`config.mk`:
```
export PLATFORM = sky130hd
export DESIGN_NAME = ex_mem_stage
export DESIGN_NICKNAME = d
export VERILOG_FILES = /design/src/rtl/ex_mem_stage.sv
export SDC_FILE = /design/constraint.sdc
export NUM_CORES = 1
export LEC_CHECK = 0
export BUFFER_PORTS_ARGS = -buffer_cell sky130_fd_sc_hd__buf_2
export CAP_MARGIN = 15
export CORE_AREA = 2 2 188 190
export DETAILED_ROUTE_END_ITERATION = 12
export DIE_AREA = 0 0 190 192
export SYNTH_ARGS = -nofsm -noshare
export SYNTH_HDL_FRONTEND = slang
export SYNTH_SLANG_ARGS = --single-unit
```
`constraint.sdc`:
```
create_clock -name clk -period 11.99 [get_ports clk]
set_clock_uncertainty 0.05 [all_clocks]
set_input_delay 2.398 -clock clk [delete_from_list [all_inputs] [get_ports clk]]
set_output_delay 2.398 -clock clk [all_outputs]
set_load 0.03 [all_outputs]
```
`src/rtl/ex_mem_stage.sv`:
```
// Execute stage of the pipelined MIPS datapath.
// Selects forwarded operands, runs the ALU and captures the result and the
// MEM/WB control bits in the EX/MEM pipeline register. The registered result
// also feeds back into the stage's own forwarding mux.
module ex_mem_stage #(
    parameter int WIDTH    = 32,
    parameter int REG_ADDR = 5
) (
    input  logic                clk,
    input  logic                rst,
    input  logic                stall,
    input  logic                flush,
    input  logic                inValid,
    input  logic [2:0]          aluOperation,
    input  logic [WIDTH-1:0]    readData1,
    input  logic [WIDTH-1:0]    readData2,
    input  logic [WIDTH-1:0]    immediate,
    input  logic                aluSrc,
    input  logic [1:0]          forwardA,
    input  logic [1:0]          forwardB,
    input  logic [WIDTH-1:0]    wbData,
    input  logic [REG_ADDR-1:0] writeRegIn,
    input  logic                regWriteIn,
    input  logic                memReadIn,
    input  logic                memWriteIn,
    input  logic                memToRegIn,
    output logic [WIDTH-1:0]    aluResultOut,
    output logic [WIDTH-1:0]    writeDataOut,
    output logic [REG_ADDR-1:0] writeRegOut,
    output logic                regWriteOut,
    output logic                memReadOut,
    output logic                memWriteOut,
    output logic                memToRegOut,
    output logic                zeroOut,
    output logic                validOut
);

    // ALU operation codes produced by the ALU controller
    localparam logic [2:0] ALU_AND = 3'b000;
    localparam logic [2:0] ALU_OR  = 3'b001;
    localparam logic [2:0] ALU_ADD = 3'b010;
    localparam logic [2:0] ALU_SUB = 3'b011;
    localparam logic [2:0] ALU_SLT = 3'b111;

    // EX/MEM pipeline register
    logic [WIDTH-1:0]    r_alu_result;
    logic [WIDTH-1:0]    r_write_data;
    logic [REG_ADDR-1:0] r_write_reg;
    logic                r_reg_write;
    logic                r_mem_read;
    logic                r_mem_write;
    logic                r_mem_to_reg;
    logic                r_zero;
    logic                r_valid;

    logic [WIDTH-1:0]    w_op_a;
    logic [WIDTH-1:0]    w_fwd_b;
    logic [WIDTH-1:0]    w_op_b;
    logic [WIDTH-1:0]    w_alu_result;
    logic                w_zero;
    logic                w_ctrl_en;

    // Forwarding mux: 10 takes the registered EX/MEM result, 01 the WB data,
    // both 00 and 11 fall back to the register-file value.
    function automatic logic [WIDTH-1:0] fwd_mux(
        input logic [1:0]       sel,
        input logic [WIDTH-1:0] reg_val,
        input logic [WIDTH-1:0] ex_val,
        input logic [WIDTH-1:0] wb_val
    );
        logic [WIDTH-1:0] res;
        case (sel)
            2'b10:   res = ex_val;
            2'b01:   res = wb_val;
            default: res = reg_val;
        endcase
        return res;
    endfunction

    // Operand selection through the forwarding muxes and the immediate mux
    always_comb begin
        w_op_a  = fwd_mux(forwardA, readData1, r_alu_result, wbData);
        w_fwd_b = fwd_mux(forwardB, readData2, r_alu_result, wbData);
        if (aluSrc) begin
            w_op_b = immediate;
        end else begin
            w_op_b = w_fwd_b;
        end
    end

    // ALU: wrapping add/sub, signed compare immune to overflow, reserved codes give 0
    always_comb begin
        w_alu_result = {WIDTH{1'b0}};
        case (aluOperation)
            ALU_AND: w_alu_result = w_op_a & w_op_b;
            ALU_OR:  w_alu_result = w_op_a | w_op_b;
            ALU_ADD: w_alu_result = w_op_a + w_op_b;
            ALU_SUB: w_alu_result = w_op_a - w_op_b;
            ALU_SLT: w_alu_result = {{(WIDTH-1){1'b0}}, ($signed(w_op_a) < $signed(w_op_b))};
            default: w_alu_result = {WIDTH{1'b0}};
        endcase
        w_zero    = (w_alu_result == {WIDTH{1'b0}});
        w_ctrl_en = inValid;
    end

    // EX/MEM register update with priority rst > flush > stall > load
    always_ff @(posedge clk) begin
        if (rst || flush) begin
            r_alu_result <= {WIDTH{1'b0}};
            r_write_data <= {WIDTH{1'b0}};
            r_write_reg  <= {REG_ADDR{1'b0}};
            r_reg_write  <= 1'b0;
            r_mem_read   <= 1'b0;
            r_mem_write  <= 1'b0;
            r_mem_to_reg <= 1'b0;
            r_zero       <= 1'b0;
            r_valid      <= 1'b0;
        end else if (stall) begin
            r_alu_result <= r_alu_result;
            r_write_data <= r_write_data;
            r_write_reg  <= r_write_reg;
            r_reg_write  <= r_reg_write;
            r_mem_read   <= r_mem_read;
            r_mem_write  <= r_mem_write;
            r_mem_to_reg <= r_mem_to_reg;
            r_zero       <= r_zero;
            r_valid      <= r_valid;
        end else begin
            // Data fields always load; control bits are gated by the valid slot
            r_alu_result <= w_alu_result;
            r_write_data <= w_fwd_b;
            r_write_reg  <= writeRegIn;
            r_reg_write  <= regWriteIn & w_ctrl_en;
            r_mem_read   <= memReadIn & w_ctrl_en;
            r_mem_write  <= memWriteIn & w_ctrl_en;
            r_mem_to_reg <= memToRegIn & w_ctrl_en;
            r_zero       <= w_zero;
            r_valid      <= w_ctrl_en;
        end
    end

    assign aluResultOut = r_alu_result;
    assign writeDataOut = r_write_data;
    assign writeRegOut  = r_write_reg;
    assign regWriteOut  = r_reg_write;
    assign memReadOut   = r_mem_read;
    assign memWriteOut  = r_mem_write;
    assign memToRegOut  = r_mem_to_reg;
    assign zeroOut      = r_zero;
    assign validOut     = r_valid;

endmodule

```
### Yosys cells after proc, flatten, opt, wreduce, memory -nomap -nowiden

Cells that the tools add are included.

| cells by class | value |
|---|---|
| muxes and demuxes | 4 |
| reductions and logical operators | 3 |
| eq/ne operators | 8 |
| add/sub/neg operators | 2 |
| bitwise operators | 6 |
| order comparisons | 1 |

Operators with widths:

| cell | count |
|---|---|
| case mux 32 bit (5 select lines) | 1 |
| case mux 32 bit (2 select lines) | 2 |
| adder 32 bit | 1 |
| bitwise AND 32 bit | 1 |
| zero test 32 bit | 1 |
| less-than comparator 32 bit | 1 |
| two-way mux 32 bit | 1 |
| bitwise OR 32 bit | 1 |
| subtractor 32 bit | 1 |
| == test 3 x 2 -> 1 bit, second input constant | 2 |
| bitwise AND 1 bit | 4 |
| == test 2 x 1 -> 1 bit, second input constant | 2 |
| == test 2 bit, second input constant | 2 |
| == test 3 x 1 -> 1 bit, second input constant | 1 |
| == test 3 bit, second input constant | 1 |
| zero test 3 bit | 1 |
| logical OR 1 bit | 1 |

| storage, ports and cells | value |
|---|---|
| flip-flop bits (word level) | 75 |
| output and inout port bits | 75 |
| logic and storage cells | 33 |
| input bits | 150 |

### Depth between registers and ports, before layout

| logic depth | value |
|---|---|
| word-level depth | 6 |
| mapped depth | 21 |
| mapped depth without buffers | 20 |

### Worst setup path before layout

Ideal clock, no wire load.

| timing | value |
|---|---|
| kind | input -> register |
| start | input forwardB[0] |
| end | register r_zero, in the netlist zeroOut |
| setup time | 0.059 ns |
| arrival time | 6.541 ns |
| cell stages on the path | 19 |
| path slack | 5.340 ns |
| cells stage by stage | inv_1 -> ha_1 -> clkbuf_1 -> buf_1 -> nor2_1 -> a21oi_1 -> o21ai_0 -> ha_1 -> fa_1 -> o311a_4 -> nor4b_4 -> nor3_2 -> a221oi_2 -> o2111ai_1 -> nor4_1 -> nand4_1 -> or4_1 -> nor2_1 -> a31o_1 |

| on the way | value |
|---|---|
| cells in the longest elaborated chain, start to end | 6 |
| elaborated cells between the ends (all ways) | 11 |
| classes of those cells | add/sub (2); order compare (1); eq/ne (2); mux (3); bitwise (2); reduce/logical (1) |

RTL lines:

| what | line | source |
|---|---|---|
| start, declared | 20 | `input logic [1:0] forwardB,` |
| == test 2 x 1 -> 1 bit or == test 2 bit (tied branches) | 72 | `case (sel)` |
| case mux 32 bit (2 select lines) (*) | 72 |  |
| two-way mux 32 bit (*) | 84 | `if (aluSrc) begin` |
| subtractor 32 bit (tied with other cells) | 98 | `ALU_SUB: w_alu_result = w_op_a - w_op_b;` |
| case mux 32 bit (5 select lines) (*) | 94 | `case (aluOperation)` |
| zero test 32 bit (*) | 102 | `w_zero = (w_alu_result == {WIDTH{1'b0}});` |
| end signal, assigned | 126 | `r_zero <= r_zero;` |
| end signal, assigned | 137 | `r_zero <= w_zero;` |
| end, declared | 53 | `logic r_zero;` |

Every way passes the cells marked *; elsewhere a longest branch is shown, timed or not.
A chain may end at the register's enable or synchronous reset.

### Worst setup path in the final report

Ends and elaborated chain as after synthesis.

==> impl_results.md <==
* PwrDens at 103.7 nW/um^2
* Synthesized flop and latch total at 75
* Crit path cell chain: buf_2 -> inv_1 -> ha_2 -> buf_4 -> a21oi_1 -> o21ai_0 -> ha_1 -> inv_1 -> fa_1 -> nor2b_1 -> o31ai_2 -> a31oi_1 -> o21ai_0 -> nand2_1 -> o211ai_1 -> nor4_1 -> nand4_1 -> or4_1 -> nor2_1 -> a31o_1
* Cells after DPL at around 2100
* Pins Over Slew Limit at 0
* Mapped Cells at between 1500 and 2000
* Slew at the pin with the worst max-slew slack at between 0.7 and 0.8 ns
* RSZ-0062 raised after global routing: false
* Core ar. at 34290 um^2
* Endpoint, Worst Hold: writeDataOut[11]
* Synth Area per Inst at roughly 6.7 um^2
* Initial antenna violation count at 2
* Syn_nets at 1763
* Post-route cell area at around 12000 um^2
* Hold buffers post-CTS at 0
* Global route overflow at 0
* Final hold slack at roughly 0.44 ns
* Post-route setup TNS at 0 ns
* DP Area at around 12000 um^2
* IO Count at between 200 and 250
* Rel. slew slack at 46.54%
* Synth area leader: dfxtp_1
* Hold Violations, Final at 0
* Crit-path slowest cell: ha_2
* Setup crit end kind: register
* Routability Congestion at 1.001
* Crit Reg-Reg Startpoint: aluResultOut[0]
* Die H at around 190 um
* Ys Warns at 0
* Pin count of the biggest net entering global routing at 67
* Routed Antenna Nets at 0
* VDD IR max at 0.00007342 V
* Synth top area share at between 10% and 20%
* Mapped Area at roughly 10000 um^2
* Ys async rst share at 0%
* Final setup vio count at 0
* DR WL/cell at ~22 um
* Top area cells in the synthesized netlist: dfxtp_1, ha_1, nor2_1
* Crit path kind: input port to register
* Post-CTS setup buffers at 0
* Prevailing post-synth register cell: dfxtp_1
* Status: completed
* CTS clk-pin slew, worst paths at about 0.060 ns
* Post-route DRC at 0
* Max Cap Violations at 0
* Dpl hpwl at around 36000 um
* Max Buffers Root-to-Sink at 2
* CTS Buf Count at 9
* FF-to-FF path depth at 18
* Detailed Route WL at approximately 47000 um
* Setup crit start: forwardB[0]
* FP Rows at 68
* Initial Util at around 30%
* Fin crit share at 64.89%
* Hold path cells at 2
* Fmax at about 130 MHz
* Non-filler instance count after layout at approximately 2100
* Via count at 12330
* Post-DR vias/cell at 5.836
* Synth cell types at a little under 90
* Min-delay src: writeDataOut[11]
* EDFF count, synth at 0
* Layout Nets at between 1500 and 2000
* Clock root buffer: clkbuf_16
* Share of layout cells above drive strength 1 at between 15 and 20%
* Sequential area share after synthesis at 14.77%
* CTS tree: yes
* Die area at 36480 um^2
* RR Endpoint: zeroOut
* Critical path data required time at between 10 and 15 ns
* R2R Setup Slk at around 6.7 ns
* Critical path data arrival time at around 8 ns
* Fin crit period at around 7.8 ns
* 1st-iter DRT viols at ~1100
* Worst min-delay path category: register to register
* PostCTS Resize Cnt at 0
* H-Tree Depth at 3
* N_diodes at 0
* Worst-Skew Late Latency at around 0.36 ns
* Crit path max fanout at 37
* CP max stage delay at 0.64 ns
* Element type at the critical path start: input port
* Vias in the first global route at between 10000 and 15000
* Width of the chip at 190 um
* Leakage power at 5.303 nW
* Count of input and output buffers at 224
* TritonRoute pass-1 iters at 7
* Total power at between 1 and 1.5 mW
* First-pass GRT wire length at between 60000 and 70000 um
* Area delta synth->final at 16.27%
* Gr usage total at about a quarter
* CTS Sinks at 75
cells in the final DEF (no fill, tap or decap), types with 22 or more instances in the layout:
cell	n
nand2_1	157
a21oi_1	147
nor3_1	29
nor2_1	205
mux2i_1	28
buf_2	223
inv_1	113
dfxtp_1	75
o21a_1	33
nor2b_1	22
ha_1	100
o21ai_0	95
a22oi_1	73
a211oi_1	30
cell usage after synthesis, types with 13 or more instances:
library cell	instances
o21ai_0	95
nand2_1	157
clkbuf_1	78
nand3_1	15
nor2_1	207
nor2b_1	22
nor3_1	29
a31oi_1	13
nand2b_1	18
a22oi_1	73
ha_1	102
buf_2	15
dfxtp_1	75
mux2i_1	28
nand4_1	16
a21oi_1	147
a211oi_1	30
nor4_1	18
o211ai_1	17
o31ai_1	14
inv_1	113
o21a_1	33
worst max-delay path: cells and delay by family:
kind            cells  cell delay (ns)
compound gates      7             1.84
fa+ha+maj           3             1.38
buf+inv             4             0.64
simple gates        6             1.73
routing by layer:
metal  vias up  part of all wire [%]  global-route usage (%)
li1       5699                     -                       -
met1      5901                    42                   30.86
met2       614                    49                   42.01
met3       109                   6.1                   2.960
met4         2                   3.6                   8.825
met5         -                 0.024                       0
worst max path at each step:
stage | end | slack, ns | cells after the start
finish | zeroOut | 4.21 | 20
global route | zeroOut | 3.83 | 20
CTS | zeroOut | 4.29 | 20
detailed placement | zeroOut | 3.93 | 20
global placement | zeroOut | 3.91 | 19
floorplan | zeroOut | 5.34 | 19
registers in the layout, summed over array words and instances, names as in the netlist:
register,count
memReadOut,1
memToRegOut,1
regWriteOut,1
writeRegOut,5
validOut,1
aluResultOut,32
memWriteOut,1
zeroOut,1
writeDataOut,32
through the flow:
step	utilization, %	worst slack [ns]
finish	34.48	4.210
CTS	34.48	4.294
detailed placement	33.65	3.933
global placement	33.65	3.907
global route	34.48	3.825
floorplan	-	5.340
logic make-up after synthesis:
group / synth area share, %
AOI/OAI and AO/OA: 36.03
xor gates and xnor gates: 0.4306
adders and majority gates: 12.94
buffers and inverters: 8.712
DFF: 14.77
muxes: 3.421
and+or+nand+nor: 23.70
report_power, final:
| group | internal [mW] | leakage [nW] | switching, mW |
|---|---|---|---|
| sequential | 0.258 | 0.609 | 0.00914 |
| clock | 0.160 | 0.134 | 0.122 |
| combinational | 0.221 | 4.56 | 0.455 |
| total | 0.640 | 5.30 | 0.586 |
layout make-up:
class                      instances  area [um^2]
inverter                         114        427.9
timing repair buffer             240         1244
tap                              455        569.3
clock inverter                     5        55.05
multi-input combinational       1213         7796
sequential                        75         1501
clock buffer                      10        229.0
fill                            3756        22470
(Power assumes the default switching activity.)
